### config.mk
export PLATFORM = sky130hd
export DESIGN_NAME = lif_potential_bank
export DESIGN_NICKNAME = d
export VERILOG_FILES = /design/src/rtl/lif_potential_bank.sv
export SDC_FILE = /design/constraint.sdc
export NUM_CORES = 2
export LEC_CHECK = 0
export BUFFER_PORTS_ARGS = -buffer_cell sky130_fd_sc_hd__buf_2
export CORE_MARGIN = 2
export CORE_UTILIZATION = 60
export DETAILED_ROUTE_END_ITERATION = 7
export HOLD_SLACK_MARGIN = 0.1
export PLACE_DENSITY = 0.82
export SYNTH_ARGS = -nofsm -noshare
export SYNTH_HDL_FRONTEND = slang
export SYNTH_SLANG_ARGS = --single-unit
### constraint.sdc
create_clock -name clk -period 34.8 [get_ports clk]
set_clock_uncertainty 0.05 [all_clocks]
set_input_delay 3.48 -clock clk [delete_from_list [all_inputs] [get_ports clk]]
set_output_delay 3.48 -clock clk [all_outputs]
set_load 0.03 [all_outputs]
### src/rtl/lif_potential_bank.sv
// Bank of N leaky integrate-and-fire membrane potentials with a winner handshake to lateral inhibition.
// Optional WAIT watchdog enabled by defining LIF_TIMEOUT_EN.
module lif_potential_bank #(
  parameter int unsigned W          = 24,
  parameter int unsigned N          = 8,
  parameter int unsigned LEAK_SHIFT = 4,
  parameter int unsigned REFRAC     = 3,
  parameter int unsigned TIMEOUT    = 64
) (
  input  logic           clk,
  input  logic           rst,
  input  logic           in_valid,
  input  logic [N*W-1:0] in_current,
  output logic [N*W-1:0] potentials,
  output logic           start_li,
  input  logic           valid_li,
  input  logic [N-1:0]   won_lost,
  input  logic           first_spike,
  output logic [N-1:0]   spike_out,
  output logic           step_done,
  output logic           busy,
  output logic           timeout_err
);

  localparam int unsigned RW     = 4;
  localparam logic [7:0]  TO_LIM = 8'(TIMEOUT - 1);

  typedef enum logic [2:0] {
    S_IDLE,
    S_INTEGRATE,
    S_REQ,
    S_WAIT,
    S_UPDATE
  } state_t;

  state_t           state_q, state_d;
  logic [W-1:0]     pot_q  [N];
  logic [W-1:0]     pot_d  [N];
  logic [RW-1:0]    refr_q [N];
  logic [RW-1:0]    refr_d [N];
  logic [N*W-1:0]   cur_q, cur_d;
  logic [N-1:0]     wl_q, wl_d;
  logic             fs_q, fs_d;
  logic [7:0]       wd_q, wd_d;
  logic             start_q, start_d;
  logic [N-1:0]     spike_q, spike_d;
  logic             done_q, done_d;
  logic             busy_q, busy_d;
  logic             terr_q, terr_d;
  logic [W:0]       sum_c;
  logic             found_c;

  // State, datapath and registered outputs
  always_ff @(posedge clk or posedge rst) begin
    if (rst) begin
      state_q <= S_IDLE;
      for (int k = 0; k < N; k++) begin
        pot_q[k]  <= '0;
        refr_q[k] <= '0;
      end
      cur_q   <= '0;
      wl_q    <= '0;
      fs_q    <= 1'b0;
      wd_q    <= '0;
      start_q <= 1'b0;
      spike_q <= '0;
      done_q  <= 1'b0;
      busy_q  <= 1'b0;
      terr_q  <= 1'b0;
    end else begin
      state_q <= state_d;
      for (int k = 0; k < N; k++) begin
        pot_q[k]  <= pot_d[k];
        refr_q[k] <= refr_d[k];
      end
      cur_q   <= cur_d;
      wl_q    <= wl_d;
      fs_q    <= fs_d;
      wd_q    <= wd_d;
      start_q <= start_d;
      spike_q <= spike_d;
      done_q  <= done_d;
      busy_q  <= busy_d;
      terr_q  <= terr_d;
    end
  end

  // Next-state and datapath updates
  always_comb begin
    state_d = state_q;
    pot_d   = pot_q;
    refr_d  = refr_q;
    cur_d   = cur_q;
    wl_d    = wl_q;
    fs_d    = fs_q;
    wd_d    = wd_q;
    spike_d = '0;
    done_d  = 1'b0;
    terr_d  = 1'b0;
    sum_c   = '0;
    found_c = 1'b0;

    case (state_q)
      S_IDLE: begin
        if (in_valid) begin
          cur_d   = in_current;
          state_d = S_INTEGRATE;
        end
      end
      S_INTEGRATE: begin
        for (int k = 0; k < N; k++) begin
          if (refr_q[k] == '0) begin
            sum_c = {1'b0, pot_q[k]} - {1'b0, (pot_q[k] >> LEAK_SHIFT)}
                  + {1'b0, cur_q[k*W +: W]};
            pot_d[k] = sum_c[W] ? '1 : sum_c[W-1:0];
          end else begin
            refr_d[k] = refr_q[k] - RW'(1);
          end
        end
        state_d = S_REQ;
      end
      S_REQ: begin
        wd_d    = '0;
        state_d = S_WAIT;
      end
      S_WAIT: begin
        // Watchdog saturates at its limit; it only acts when the timeout is built in
        if (wd_q != TO_LIM) wd_d = wd_q + 8'd1;
        if (valid_li) begin
          wl_d    = won_lost;
          fs_d    = first_spike;
          state_d = S_UPDATE;
        end
`ifdef LIF_TIMEOUT_EN
        else if (wd_q == TO_LIM) begin
          terr_d  = 1'b1;
          done_d  = 1'b1;
          state_d = S_IDLE;
        end
`endif
      end
      S_UPDATE: begin
        // Lowest set index wins; a win clears the whole bank
        for (int k = 0; k < N; k++) begin
          if (fs_q && wl_q[k] && !found_c) begin
            found_c    = 1'b1;
            spike_d[k] = 1'b1;
            refr_d[k]  = RW'(REFRAC);
          end
        end
        if (found_c) begin
          for (int k = 0; k < N; k++) pot_d[k] = '0;
        end
        done_d  = 1'b1;
        state_d = S_IDLE;
      end
      default: state_d = S_IDLE;
    endcase

    start_d = (state_d == S_REQ);
    busy_d  = (state_d != S_IDLE);
  end

  always_comb begin
    potentials = '0;
    for (int k = 0; k < N; k++) potentials[k*W +: W] = pot_q[k];
  end

  assign start_li    = start_q;
  assign spike_out   = spike_q;
  assign step_done   = done_q;
  assign busy        = busy_q;
  assign timeout_err = terr_q;

endmodule

# [After elaboration in Yosys (flattened, before gate mapping)]
# Index checks and enable logic that the tools add are counted.
# Widths: inputs -> output; s select.
[op_classes] n_addsub=24 eq_ne=30 mux=63 reduce_logical=51
[ops] operator="$mux 24" count=16
[ops] operator="$pmux 192 s2" count=1
[ops] operator="$add 25x24->25" count=8
[ops] operator="$sub 24x20->25" count=8
[ops] operator="$mux 192" count=1
[ops] operator="$mux 4" count=16
[ops] operator="$pmux 32 s2" count=1
[ops] operator="$ne 2x2->1 const B" count=25
[ops] operator="$reduce_and 3->1" count=16
[ops] operator="$logic_not 4->1" count=8
[ops] operator="$sub 4x1->4 const B" count=8
[ops] operator="$mux 1" count=24
[ops] operator="$logic_and 1x1->1" count=15
[ops] operator="$pmux 3 s4" count=1
[ops] operator="$eq 3x2->1 const B" count=3
[ops] operator="$mux 8" count=1
[ops] operator="$logic_not 1->1" count=7
[ops] operator="$mux 3" count=2
[ops] operator="$reduce_and 2->1" count=2
[ops] operator="$eq 3x1->1 const B" count=1
[ops] operator="$eq 3x3->1 const B" count=1
[ops] operator="$logic_not 3->1" count=1
[ops] operator="$reduce_bool 3->1" count=1
[ops] operator="$reduce_bool 2->1" count=1
[word_totals] ff_bits=439 input_bits=205 out_inout_bits=204 word_cells=192

# [Depth between registers and ports, before layout]
[depth] word_depth=33 depth_mapped=16 ltp_nobuf=15

# [Worst setup path before layout]
# Ideal clock, no wire load.
[synth_path] kind="input to register" from="input in_valid" to="register cur_q[10]" setup_time_ns=0.133 arrival_time_ns=4.690 required_time_ns=34.617 path_slack_ns=29.927 stages=4 n_path_buf=2 cell_sequence="nor4b_1 clkbuf_1 clkbuf_1 o21ai_0"
[synth_via] elab_chain_cells=1
[synth_rtl] item="from (decl)" line_no="12" rtl="input logic in_valid,"
[synth_rtl] item="$reduce_and 2->1 (no source line)"
[synth_rtl] item="to (signal assigned)" line_no="76" rtl="cur_q <= cur_d;"
[synth_rtl] item="to (decl)" line_no="41" rtl="logic [N*W-1:0] cur_q, cur_d;"
# Every way passes these cells.
# A chain may end at the register's enable or synchronous reset.

# [Worst setup path after layout]
[layout_path] from="input in_valid" to="register cur_q[101]"
# The elaborated chain is that of the path after synthesis.

==> metrics.cfg <==
[worst_setup_path]
ff2ff_setup_slack_ns=30.20
cp_max_fo=266
critical_path.endpoint_type=flip-flop
worstSetupPathType=in -> reg
critPathArrivalTime_ns=5.87
worstPathRequired_ns=35.16
cp-start-kind=input pin

[synth]
ys.flop_type=dfrtp_1
synth_top_area_cell=dfrtp_1
async_flop_share=1.00
synthSimpleGateAreaFrac=0.0975
synth_nets=4309
avgSynthCellArea_um2=8.58
yosys_register_bits=439
yosysSeqAreaShare=0.346
yosys-mux-area-fraction=0.000631
synth_compound_area_frac=0.193
syn_area_mm2=0.0317
synth_edf_count=0
synth_top_family_by_area=adder cells
synthDominantCellAreaShare=0.346
yosysUniqueCellTypes=78
yosys.area_share.adder=0.198
syn_inst=3697
ys_warn_count=0
synthXorXnorAreaFrac=0.0520
synthTopCellsByArea=dfrtp_1 (35%), fa_1 (10%), ha_1 (9.7%)

[finish]
nFillCells=4088
area_growth_pct=14.0
fin_nets=4664
drive_gt1_frac=0.135

[detailed_routing]
wl_per_cell_um=16.7
via_per_inst=5.55
antenna_left=0
initialDrtViolationCount=1624
num_vias=26549
wl_um=80000
drt_first_pass_iters=5
drc_errors=0

[die]
ioPinCount=409
die_area_mm2=0.0547
core-area_mm2=0.0524
die_y_um=234
fp-row-count=84
dieWidth_um=234
initial_utilization=0.605

[placed_design]
port_buffers=407
routabilityCongestion=0.901
dpl.hpwl_um=57500
pre_cts_ws_ns=28.70

[worst_hold_path]
hp-class=reg -> reg

[clock_tree]
path_clk_slew_ns=0.06
cts_sinks=439
root_buffer=clkbuf_16
cts_buffers=51
clock_latency_ns=0.60
ctsResizeCount=0
cts_tree=done
post_cts_buffers=0
cts_buffer_depth=3
cts_max_level=2
cts-hold-fix-buffers=0

[timing]
drv_slew=0
fin_ws_ns=29.28
maxSlewHeadroom=0.198
finalSetupTns_ns=0
final-hold-violation-count=0
tightest_slew_ns=1.20
period_needed_ns=5.52
rsz0062_at_grt=false
min_period_over_period=0.158
timing.fmax_mhz=181
setup_violations=0

[status]
status=finished clean

[global_routing]
antenna_found_initial=7
grt_usage=0.293
grt_max_degree=267
grt-ovfl-total=0
grt_pass1_wl_um=129000
grt_pass1_vias=26108

[job]
drv_cap=0

-- worst paths after layout --
check	startpoint	end	cells past startpoint
max	in_valid	cur_q[101]$_DFFE_PP0P_	5
min	refr_q[16]$_DFFE_PP0P_	refr_q[16]$_DFFE_PP0P_	1
max reg2reg	potentials[173]$_DFFE_PP0P_	potentials[186]$_DFFE_PP0P_	13
min reg2reg	refr_q[16]$_DFFE_PP0P_	refr_q[16]$_DFFE_PP0P_	1
max in group asynchronous	rst	cur_q[34]$_DFFE_PP0P_	4
min in group asynchronous	rst	cur_q[148]$_DFFE_PP0P_	2
-- per-stage QoR --
| stage | util | cells | area (µm²) | hold WS (ns) |
|---|---|---|---|---|
| 2_1_floorplan | - | 3697 | 31700 | 0.410 |
| 3_3_place_gp | 0.655 | 4687 | 34400 | 0.431 |
| 3_5_place_dp | 0.655 | 4687 | 34400 | 0.438 |
| 4_1_cts | 0.689 | 4779 | 36200 | 0.453 |
| 5_1_grt | 0.690 | 4784 | 36200 | 0.469 |
| 6_report | 0.690 | 4784 | 36200 | 0.447 |
-- metal layers --
metal  vias up  part of all wire  GRT usage
met5         -           0.00024          0
met2       829              0.47      0.481
met1     12706              0.43      0.386
li1      12804                 -          -
met4         4             0.039      0.117
met3       206             0.063     0.0513
-- logic make-up after synthesis --
kind of cell               after synthesis
AOI/OAI and AO/OA                     1038
and+or+nand+nor                        680
other                                    1
adders and majority gates              407
muxes                                    2
DFF                                    439
buffers and inverters                  944
xor gates and xnor gates               186
-- synthesized netlist by cell type, types with 5 or more instances --
library cell,count
xor2_1,100
o31a_1,5
nor3_1,28
o31ai_1,9
buf_1,6
a31oi_1,150
inv_1,817
nand2b_1,27
o211ai_1,22
or3_1,6
a211oi_1,16
nor2b_1,16
fa_1,160
o21ai_0,273
nor2_1,126
o22ai_1,5
a21oi_1,372
o21a_1,29
a21o_1,73
and2_1,19
nor3b_1,12
or2_2,11
xnor2_1,85
nand3_1,45
dfrtp_1,439
o21bai_1,16
and3_1,24
clkbuf_1,111
buf_2,7
nand4_1,14
nand2_1,328
a31o_2,14
ha_1,247
and4_1,5
-- area by class of cell --
class	count	area (µm²)	area share
multi-input combinational	2314	17200	0.476
sequential	439	11000	0.304
inverter	818	3080	0.0851
timing repair buffer	428	2220	0.0614
clock buffer	78	1550	0.0429
tap	688	861	0.0238
clock inverter	14	250	0.00692
antenna	5	12.5	0.000346
-- state kept, by name (all words and copies together) (netlist names), 3 cells and up --
register,cells
cur_q,192
potentials,192
refr_q,32
spike_out,8
wl_q,8
state_q,3
-- placed cells by master, fill, tap and decap left out, types with 99 or more instances in the layout --
| master | netlist | layout |
|---|---|---|
| o21ai_0 | 273 | 273 |
| nand2_1 | 328 | 327 |
| nor2_1 | 126 | 126 |
| fa_1 | 160 | 160 |
| a31oi_1 | 150 | 150 |
| xor2_1 | 100 | 99 |
| a21oi_1 | 372 | 372 |
| buf_2 | 7 | 407 |
| dfrtp_1 | 439 | 439 |
| ha_1 | 247 | 247 |
| inv_1 | 817 | 816 |
-- critical path, stage by stage --
cell	delay (ns)
buf_2	0.09
nor4b_2	0.31
buf_12	0.70
buf_4	0.89
o21ai_0	0.26
Power is left out: the tool's default activity adds up to more than one toggle a clock period on the data nets, which glitch-free logic cannot reach.
